File: src/rtl/uart_byte_rx.sv
// UART byte receiver (8N1, LSB first) with its own 16x oversampling tick and a 7-sample majority vote per bit.
// Latency: start edge to Rx_Done is about (9*16+13)*(DIV+1)+3 Clk; the sync/edge-detect path adds 3 Clk.
// Backpressure: none. Rx_Done and Frame_Err are single-Clk strobes, and Data_Byte holds until the next good frame.
module uart_byte_rx #(
    parameter int unsigned SYS_CLK = 50_000_000
) (
    input  logic       Clk,
    input  logic       Rst_n,
    input  logic [2:0] Baud_Set,
    input  logic       Rs232_Rx,
    output logic [7:0] Data_Byte,
    output logic       Rx_Done,
    output logic       Frame_Err,
    output logic       Rx_Busy
);

    typedef enum logic [1:0] {
        IDLE  = 2'd0,
        START = 2'd1,
        DATA  = 2'd2,
        STOP  = 2'd3
    } state_t;

    function automatic logic [8:0] div_of(input int unsigned baud);
        return 9'(SYS_CLK / (baud * 32'd16) - 32'd1);
    endfunction

    function automatic logic [8:0] div_for(input logic [2:0] sel);
        logic [8:0] d;
        case (sel)
            3'd0:    d = div_of(32'd9600);
            3'd1:    d = div_of(32'd19200);
            3'd2:    d = div_of(32'd38400);
            3'd3:    d = div_of(32'd57600);
            3'd4:    d = div_of(32'd115200);
            3'd5:    d = div_of(32'd230400);
            3'd6:    d = div_of(32'd460800);
            default: d = div_of(32'd921600);
        endcase
        return d;
    endfunction

    state_t     state;
    state_t     state_nxt;
    logic       sync1;
    logic       sync2;
    logic       sync3;
    logic       fall;
    logic [8:0] div_lat;
    logic [8:0] tick_cnt;
    logic       tick;
    logic [3:0] sub_cnt;
    logic [3:0] bit_idx;
    logic [2:0] acc;
    logic [3:0] vote_sum;
    logic       voted;
    logic       in_window;
    logic       decide;
    logic       bit_end;
    logic [7:0] shreg;
    logic       busy_nxt;
    logic       done_nxt;
    logic       ferr_nxt;
    logic       load_byte;
    logic       start_frame;

    // Sync flops come out of reset at the idle-line level so release never looks like a start edge.
    always_ff @(posedge Clk or negedge Rst_n) begin
        if (!Rst_n) begin
            sync1 <= 1'b1;
            sync2 <= 1'b1;
            sync3 <= 1'b1;
        end else begin
            sync1 <= Rs232_Rx;
            sync2 <= sync1;
            sync3 <= sync2;
        end
    end

    assign fall      = !sync2 && sync3;
    assign tick      = Rx_Busy && (tick_cnt == div_lat);
    assign in_window = (sub_cnt >= 4'd6) && (sub_cnt <= 4'd12);
    assign decide    = tick && (sub_cnt == 4'd12);
    assign bit_end   = tick && (sub_cnt == 4'd15);
    // The seventh sample is folded in combinationally so the decision lands on the sub-tick-12 tick itself.
    assign vote_sum  = {1'b0, acc} + {3'b000, sync2};
    assign voted     = (vote_sum >= 4'd4);

    always_comb begin
        state_nxt   = state;
        busy_nxt    = Rx_Busy;
        done_nxt    = 1'b0;
        ferr_nxt    = 1'b0;
        load_byte   = 1'b0;
        start_frame = 1'b0;
        case (state)
            IDLE: begin
                if (fall) begin
                    start_frame = 1'b1;
                    busy_nxt    = 1'b1;
                    state_nxt   = START;
                end
            end
            START: begin
                if (decide && voted) begin
                    busy_nxt  = 1'b0;
                    state_nxt = IDLE;
                end else if (bit_end) begin
                    state_nxt = DATA;
                end
            end
            DATA: begin
                if (bit_end && (bit_idx == 4'd8)) begin
                    state_nxt = STOP;
                end
            end
            STOP: begin
                // Leaving mid stop bit leaves room to catch a back-to-back start edge.
                if (decide) begin
                    busy_nxt  = 1'b0;
                    state_nxt = IDLE;
                    if (voted) begin
                        done_nxt  = 1'b1;
                        load_byte = 1'b1;
                    end else begin
                        ferr_nxt  = 1'b1;
                    end
                end
            end
            default: begin
                busy_nxt  = 1'b0;
                state_nxt = IDLE;
            end
        endcase
    end

    always_ff @(posedge Clk or negedge Rst_n) begin
        if (!Rst_n) begin
            state     <= IDLE;
            Rx_Busy   <= 1'b0;
            Rx_Done   <= 1'b0;
            Frame_Err <= 1'b0;
            Data_Byte <= 8'h00;
            div_lat   <= 9'd0;
        end else begin
            state     <= state_nxt;
            Rx_Busy   <= busy_nxt;
            Rx_Done   <= done_nxt;
            Frame_Err <= ferr_nxt;
            if (load_byte) begin
                Data_Byte <= shreg;
            end
            if (start_frame) begin
                div_lat <= div_for(Baud_Set);
            end
        end
    end

    always_ff @(posedge Clk or negedge Rst_n) begin
        if (!Rst_n) begin
            tick_cnt <= 9'd0;
            sub_cnt  <= 4'd0;
            bit_idx  <= 4'd0;
            acc      <= 3'd0;
            shreg    <= 8'h00;
        end else if (state == IDLE) begin
            tick_cnt <= 9'd0;
            sub_cnt  <= 4'd0;
            bit_idx  <= 4'd0;
            acc      <= 3'd0;
        end else begin
            tick_cnt <= tick ? 9'd0 : tick_cnt + 9'd1;
            if (tick) begin
                sub_cnt <= sub_cnt + 4'd1;
                if (in_window) begin
                    acc <= acc + {2'b00, sync2};
                end else if (sub_cnt == 4'd13) begin
                    acc <= 3'd0;
                end
            end
            if (bit_end) begin
                bit_idx <= bit_idx + 4'd1;
            end
            if ((state == DATA) && decide) begin
                shreg <= {voted, shreg[7:1]};
            end
        end
    end

endmodule
File: config.mk
export PLATFORM = sky130hd
export DESIGN_NAME = uart_byte_rx
export DESIGN_NICKNAME = d
export VERILOG_FILES = /design/src/rtl/uart_byte_rx.sv
export SDC_FILE = /design/constraint.sdc
export NUM_CORES = 1
export LEC_CHECK = 0
export ABC_AREA = 1
export CORE_ASPECT_RATIO = 2
export CORE_MARGIN = 5
export CORE_UTILIZATION = 40
export CTS_BUF_LIST = sky130_fd_sc_hd__clkbuf_8
export CTS_CLUSTER_DIAMETER = 50
export DETAILED_ROUTE_END_ITERATION = 10
export PLACE_DENSITY_LB_ADDON = 0.2
export SLEW_MARGIN = 0
export SYNTH_ARGS = -nofsm -noshare
export SYNTH_HDL_FRONTEND = slang
export SYNTH_SLANG_ARGS = --single-unit
File: constraint.sdc
create_clock -name Clk -period 5 [get_ports Clk]
set_clock_uncertainty 0.2 [all_clocks]
set_input_delay 1 -clock Clk [delete_from_list [all_inputs] [get_ports Clk]]
set_output_delay 1 -clock Clk [all_outputs]
set_load 0.05 [all_outputs]
==> results_dict.tcl, run 1 <==
set metrics [dict create \
    hold_violations 0 \
    cts.repair.resized 0 \
    cp_slowest_cell "clkdlybuf4s50_1" \
    setup_viol_count_final 0 \
    crit_path_max_incr_delay_ps 820 \
    cts_hold_buf 0 \
    cts_max_level 2 \
    holdWs_ps 163 \
    start_util 0.405 \
    cts_tree "yes" \
    fillers 654 \
    max_cap_viol_count 0 \
    ant_nets 0 \
    leakage_nw 1.46 \
    drtIter0Drc 86 \
    outcome "finished clean" \
    post-route-period-util 0.544 \
    avgViaCountPerCell 4.83 \
    dr.pass1.iters 4 \
    yosysSeqAreaShare 0.500 \
    die_height_um 125 \
    crit_cells 1 \
    cts_buffers 5 \
    setup-tns-final_ps 0 \
    post_cts_buffers 0 \
    coreArea_sq_mm 0.00657 \
    place_hpwl_mm 4.10 \
    cts_buffer_depth 2 \
    wl_per_cell_um 12.3 \
    min-delay-start "sync1" \
    yosys_warnings 0 \
    num_antenna_cells 0 \
    critPathMaxFanout 4 \
    finalMaxSlewViolations 0 \
    startpoint "Rx_Busy" \
    vias 2052 \
    min_path_type "reg2reg" \
    grt_max_degree 54 \
    die_area_sq_mm 0.00848 \
    yosys_register_bits 53 \
    final_util 0.465 \
    clock-sinks 53 \
    cp.arrival_ps 1520 \
    yosysUniqueCellTypes 32 \
    grt_pass1_vias 2078 \
    clkLatencyLatePin_ps 310 \
    power.density_mw_per_mm2 385 \
    cp.required_ps 3800 \
    drt_wl_total_mm 5.22 \
    antenna_found_initial 0 \
    r2r_slack_ps 2690 \
    path_clk_slew_ps 90 \
    hold_depth 0 \
    layout-drive-gt1-share 0.128 \
    syn_nets 328 \
    path_cells "clkdlybuf4s50_1" \
    tightestPinTransition_ps 664 \
    row_count 42 \
    fmax_mhz 367 \
    ir_drop_mv 0.224 \
    power_mw 1.18 \
    criticalPathCategory "reg2out" \
    io_buffers 16 \
    critPathLaunchType "flip-flop" \
    async_flop_share 1.00 \
    dieWidth_um 67.7 \
    area_growth_pct 14.9 \
    root_buffer "clkbuf_8" \
    nets 350 \
    io_pins 17 \
    synth_edf_count 0 \
    drc 0 \
    avgSynthCellArea_sq_um 8.47 \
    fin_crit_ps 2720 \
    routabilityCongestion 0.765 \
    grt_overflow 0 \
    rr_worst_depth 8 \
    crit_family "buffers and inverters" \
    synth_flop_cell "dfrtp_1" \
    grt_pass1_wl_mm 8.83 \
    synthesis.area_sq_mm 0.00266 \
    end_kind "primary output" \
    synthCells 314 \
    timing.critical_path.buf_inv 1 \
    rsz0062_at_grt "false" \
    relSlewSlack 0.553 \
    grt_use_total 0.137 \
]
[cells in the mapped netlist (2+ instances only)]
cell type | instances | area (sq um)
xor2_1 | 4 | 35.0
nand3_1 | 18 | 90.1
nor2_2 | 3 | 18.8
inv_1 | 45 | 169
inv_2 | 6 | 22.5
nand3_2 | 2 | 20.0
o21ai_1 | 2 | 10.0
ha_1 | 8 | 100
nor3_4 | 2 | 32.5
mux2_2 | 7 | 78.8
o22ai_1 | 2 | 12.5
nor3_1 | 7 | 35.0
dfstp_2 | 3 | 78.8
nand2_1 | 75 | 282
nor2_1 | 28 | 105
o31ai_1 | 2 | 15.0
nand2_2 | 5 | 31.3
dfrtp_1 | 50 | 1250
a21oi_1 | 7 | 35.0
nand4_1 | 2 | 12.5
o21ai_0 | 25 | 125
[through the flow]
| stage | std cells | instance area, sq um | setup slack (ps) |
|---|---|---|---|
| finish | 425 | 3060 | 2280 |
| global route | 425 | 3060 | 2210 |
| CTS | 425 | 3060 | 2250 |
| detailed placement | 417 | 2920 | 2610 |
| global placement | 417 | 2920 | 2610 |
| floorplan | 314 | 2660 | 3040 |
[path summary, 6_finish.rpt]
path,end
setup reg to reg,state[0]
max in group asynchronous,div_lat[8]
hold / removal,sync2
min in group asynchronous,bit_idx[1]
setup / recovery,Rx_Busy
hold reg to reg,sync2
[cell usage in the layout (no fill, tap or decap), drive strengths merged]
cell type and count:
a21oi 8, dfrtp 50, a31oi 2, o31ai 2
nor2 32, buf 2, ha 8, mux2 7
o22ai 2, a21bo 1, inv 52, xor2 4
clkbuf 5, xnor2 1, clkdlybuf4s50 15, o21ai 28
nor4 1, clkinv 1, dfstp 3, bufinv 2
nand3 20, nand2 80, nor3 9, nand4 2
[area by class of cell]
cell class | count | area, sq um | share of cell area
clock inverter | 3 | 68.8 | 0.0225
tap | 88 | 110 | 0.0360
inverter | 52 | 195 | 0.0639
clock buffer | 5 | 68.8 | 0.0225
sequential | 53 | 1330 | 0.435
multi-input combinational | 207 | 1120 | 0.367
timing repair buffer | 17 | 163 | 0.0532
[sequential cells by signal, summed over array words and instances (netlist names), 3 cells and up, named ones only]
signal	cells
shreg	8
sub_cnt	4
acc	3
Data_Byte	8
bit_idx	4
tick_cnt	9
div_lat	9
[worst register-to-register path, cell delays in order, from the launching register on]
cell and delay, ps:
dfrtp_1 430, nor2_1 500, clkinv_1 490, nor2_1 230
a21oi_2 60, nand3_1 120, nand2_1 60, nand2_1 60
nand2_1 40
[per-layer routing]
layer | vias to the layer above | routed length [um] | track usage
met3 | 18 | 156 | 0.0278
met2 | 35 | 2890 | 0.259
met4 | 0 | 296 | 0.0861
met5 | - | 0 | 0
met1 | 960 | 1870 | 0.122
li1 | 1039 | - | -
[power breakdown]
part,internal (mW),switching (mW)
combinational,0.0982,0.216
sequential,0.480,0.0404
clock,0.201,0.142
total,0.780,0.398
[kinds of logic (layout without fill, tap and decap cells)]
| group | count (synthesis) | in the layout | share of synthesized area |
|---|---|---|---|
| XOR/XNOR | 5 | 5 | 0.0165 |
| buffers and inverters | 54 | 77 | 0.0790 |
| flip-flops | 53 | 53 | 0.500 |
| multiplexers | 7 | 7 | 0.0296 |
| AO/OA/AOI/OAI | 43 | 43 | 0.0950 |
| AND/OR/NAND/NOR | 144 | 144 | 0.242 |
| adder cells (fa/ha/maj) | 8 | 8 | 0.0376 |
(Power assumes the default switching activity.)
==> run 2, diff against run 1 <==
- clock period: 5 -> 2.5 ns (I/O delays scaled with it)
==> run 2 against run 1 <==
  * Setup slack worse by 2000 ps
  * Highest routed layer unchanged
  * Sequential power up 100%
  * Count of clock-buffer cells in the layout unchanged
  * Worst hold slack worse by 2.1 ps
  * Via count down 0.19%
  * Cell area up 0.98%
  * Core utilization up 0.46 points
  * Critical path type unchanged
  * Wire length up 3.5%
  * Die area unchanged
  * Sequential share of layout area down 0.42 points
==> results_dict.tcl, run 2 (synthesis results as in run 1) <==
set metrics [dict create \
    min_path_type "reg2reg" \
    antenna_found_initial 0 \
    clock-sinks 53 \
    nets 355 \
    io_buffers 16 \
    grt_pass1_wl_mm 9.25 \
    grt_overflow 0 \
    post-route-period-util 0.906 \
    root_buffer "clkbuf_8" \
    dr.pass1.iters 4 \
    finalMaxSlewViolations 0 \
    fin_crit_ps 2260 \
    crit_path_max_incr_delay_ps 840 \
    clkLatencyLatePin_ps 320 \
    relSlewSlack 0.630 \
    path_clk_slew_ps 100 \
    final_cell_count_no_fill 430 \
    final_util 0.470 \
    layout.cells.most_common "nand2_1" \
    ant_nets 0 \
    area_growth_pct 16.0 \
    rr_worst_depth 7 \
    num_antenna_cells 0 \
    die_height_um 125 \
    setup_slack_ps 235 \
    cts_tree "yes" \
    wl_per_cell_um 12.5 \
    cp.arrival_ps 1560 \
    grt_pass1_vias 2051 \
    drtIter0Drc 57 \
    hold_depth 0 \
    outcome "finished clean" \
    dp_slack_ps 351 \
    row_count 42 \
    die_area_sq_mm 0.00848 \
    criticalPathCategory "reg2out" \
    grt_use_total 0.147 \
    place_hpwl_mm 4.17 \
    cts_max_level 2 \
    grt_max_degree 54 \
    drc 0 \
    max_cap_viol_count 0 \
    rsz0062_at_grt "false" \
    layout_common_cells "75 x nand2_1, 50 x dfrtp_1, 45 x inv_1" \
    dieWidth_um 67.7 \
    placed_cells_incl_taps 421 \
    setup-tns-final_ps 0 \
    routabilityCongestion 0.788 \
    drt_wl_total_mm 5.40 \
    path_cells "clkdlybuf4s50_1" \
    coreArea_sq_mm 0.00657 \
    fmax_mhz 442 \
    io_pins 17 \
    leakage_nw 1.48 \
    setup_viol_count_final 0 \
    start_util 0.405 \
    timing.critical_path.buf_inv 1 \
    crit_family "buffers and inverters" \
    hold_violations 0 \
    vias 2048 \
    cts_buffers 5 \
    cp_slowest_cell "clkdlybuf4s50_1" \
    avgViaCountPerCell 4.76 \
    post_cts_buffers 0 \
    cp.required_ps 1800 \
    crit_cells 1 \
    end_kind "primary output" \
    largestRegisters "div_lat x9, tick_cnt x9" \
    power.density_mw_per_mm2 749 \
    cts_buffer_depth 2 \
    layout-drive-gt1-share 0.137 \
    critPathMaxFanout 4 \
    critPathLaunchType "flip-flop" \
    tightestPinTransition_ps 553 \
    ir_drop_mv 0.345 \
]
-- run 2: metal layers --
layer,track usage,wire (um),vias to the layer above
met2,0.271,3070,28
met3,0.0305,173,11
met4,0.0837,212,0
met5,0,0,-
met1,0.141,1940,958
li1,-,-,1051
-- run 2: final timing paths --
path                       slack (ps)    start           end
max                               240  Rx_Busy       Rx_Busy
min                               160    sync1         sync2
max reg2reg                       380    sync2  Data_Byte[7]
min reg2reg                       160    sync1         sync2
max in group asynchronous        1310    Rst_n         sync3
min in group asynchronous         490    Rst_n    bit_idx[1]
-- run 2: area by class of cell --
cell class,count,area (sq um)
sequential,53,1330
multi-input combinational,207,1120
clock buffer,5,68.8
timing repair buffer,22,215
inverter,52,195
fill,657,3480
tap,88,110
clock inverter,3,46.3
-- run 2: report_power, final --
part / internal [mW] / leakage (nW) / switching [mW]
sequential: 0.960 / 0.712 / 0.0824
clock: 0.300 / 0.0543 / 0.303
combinational: 0.226 / 0.709 / 0.438
-- run 2: metrics by stage --
step | total power [mW] | hold WS, ps | cell area [sq um]
floorplan | 1.51 | 4.41 | 2660
global placement | 1.73 | 145 | 2960
detailed placement | 1.73 | 147 | 2960
CTS | 2.35 | 163 | 3090
global route | 2.47 | 169 | 3090
finish | 2.31 | 160 | 3090
-- run 2: repair_timing --
action                                 CTS  global route
resized for setup                        0             0
endpoints found under the hold margin   50             0
hold buffers                             1             0
==> run 3, diff against run 2 <==
- SLEW_MARGIN: 0 -> not set
==> results of run 3 <==
The final DEF is identical to that of run 2; final timing and power are the same.
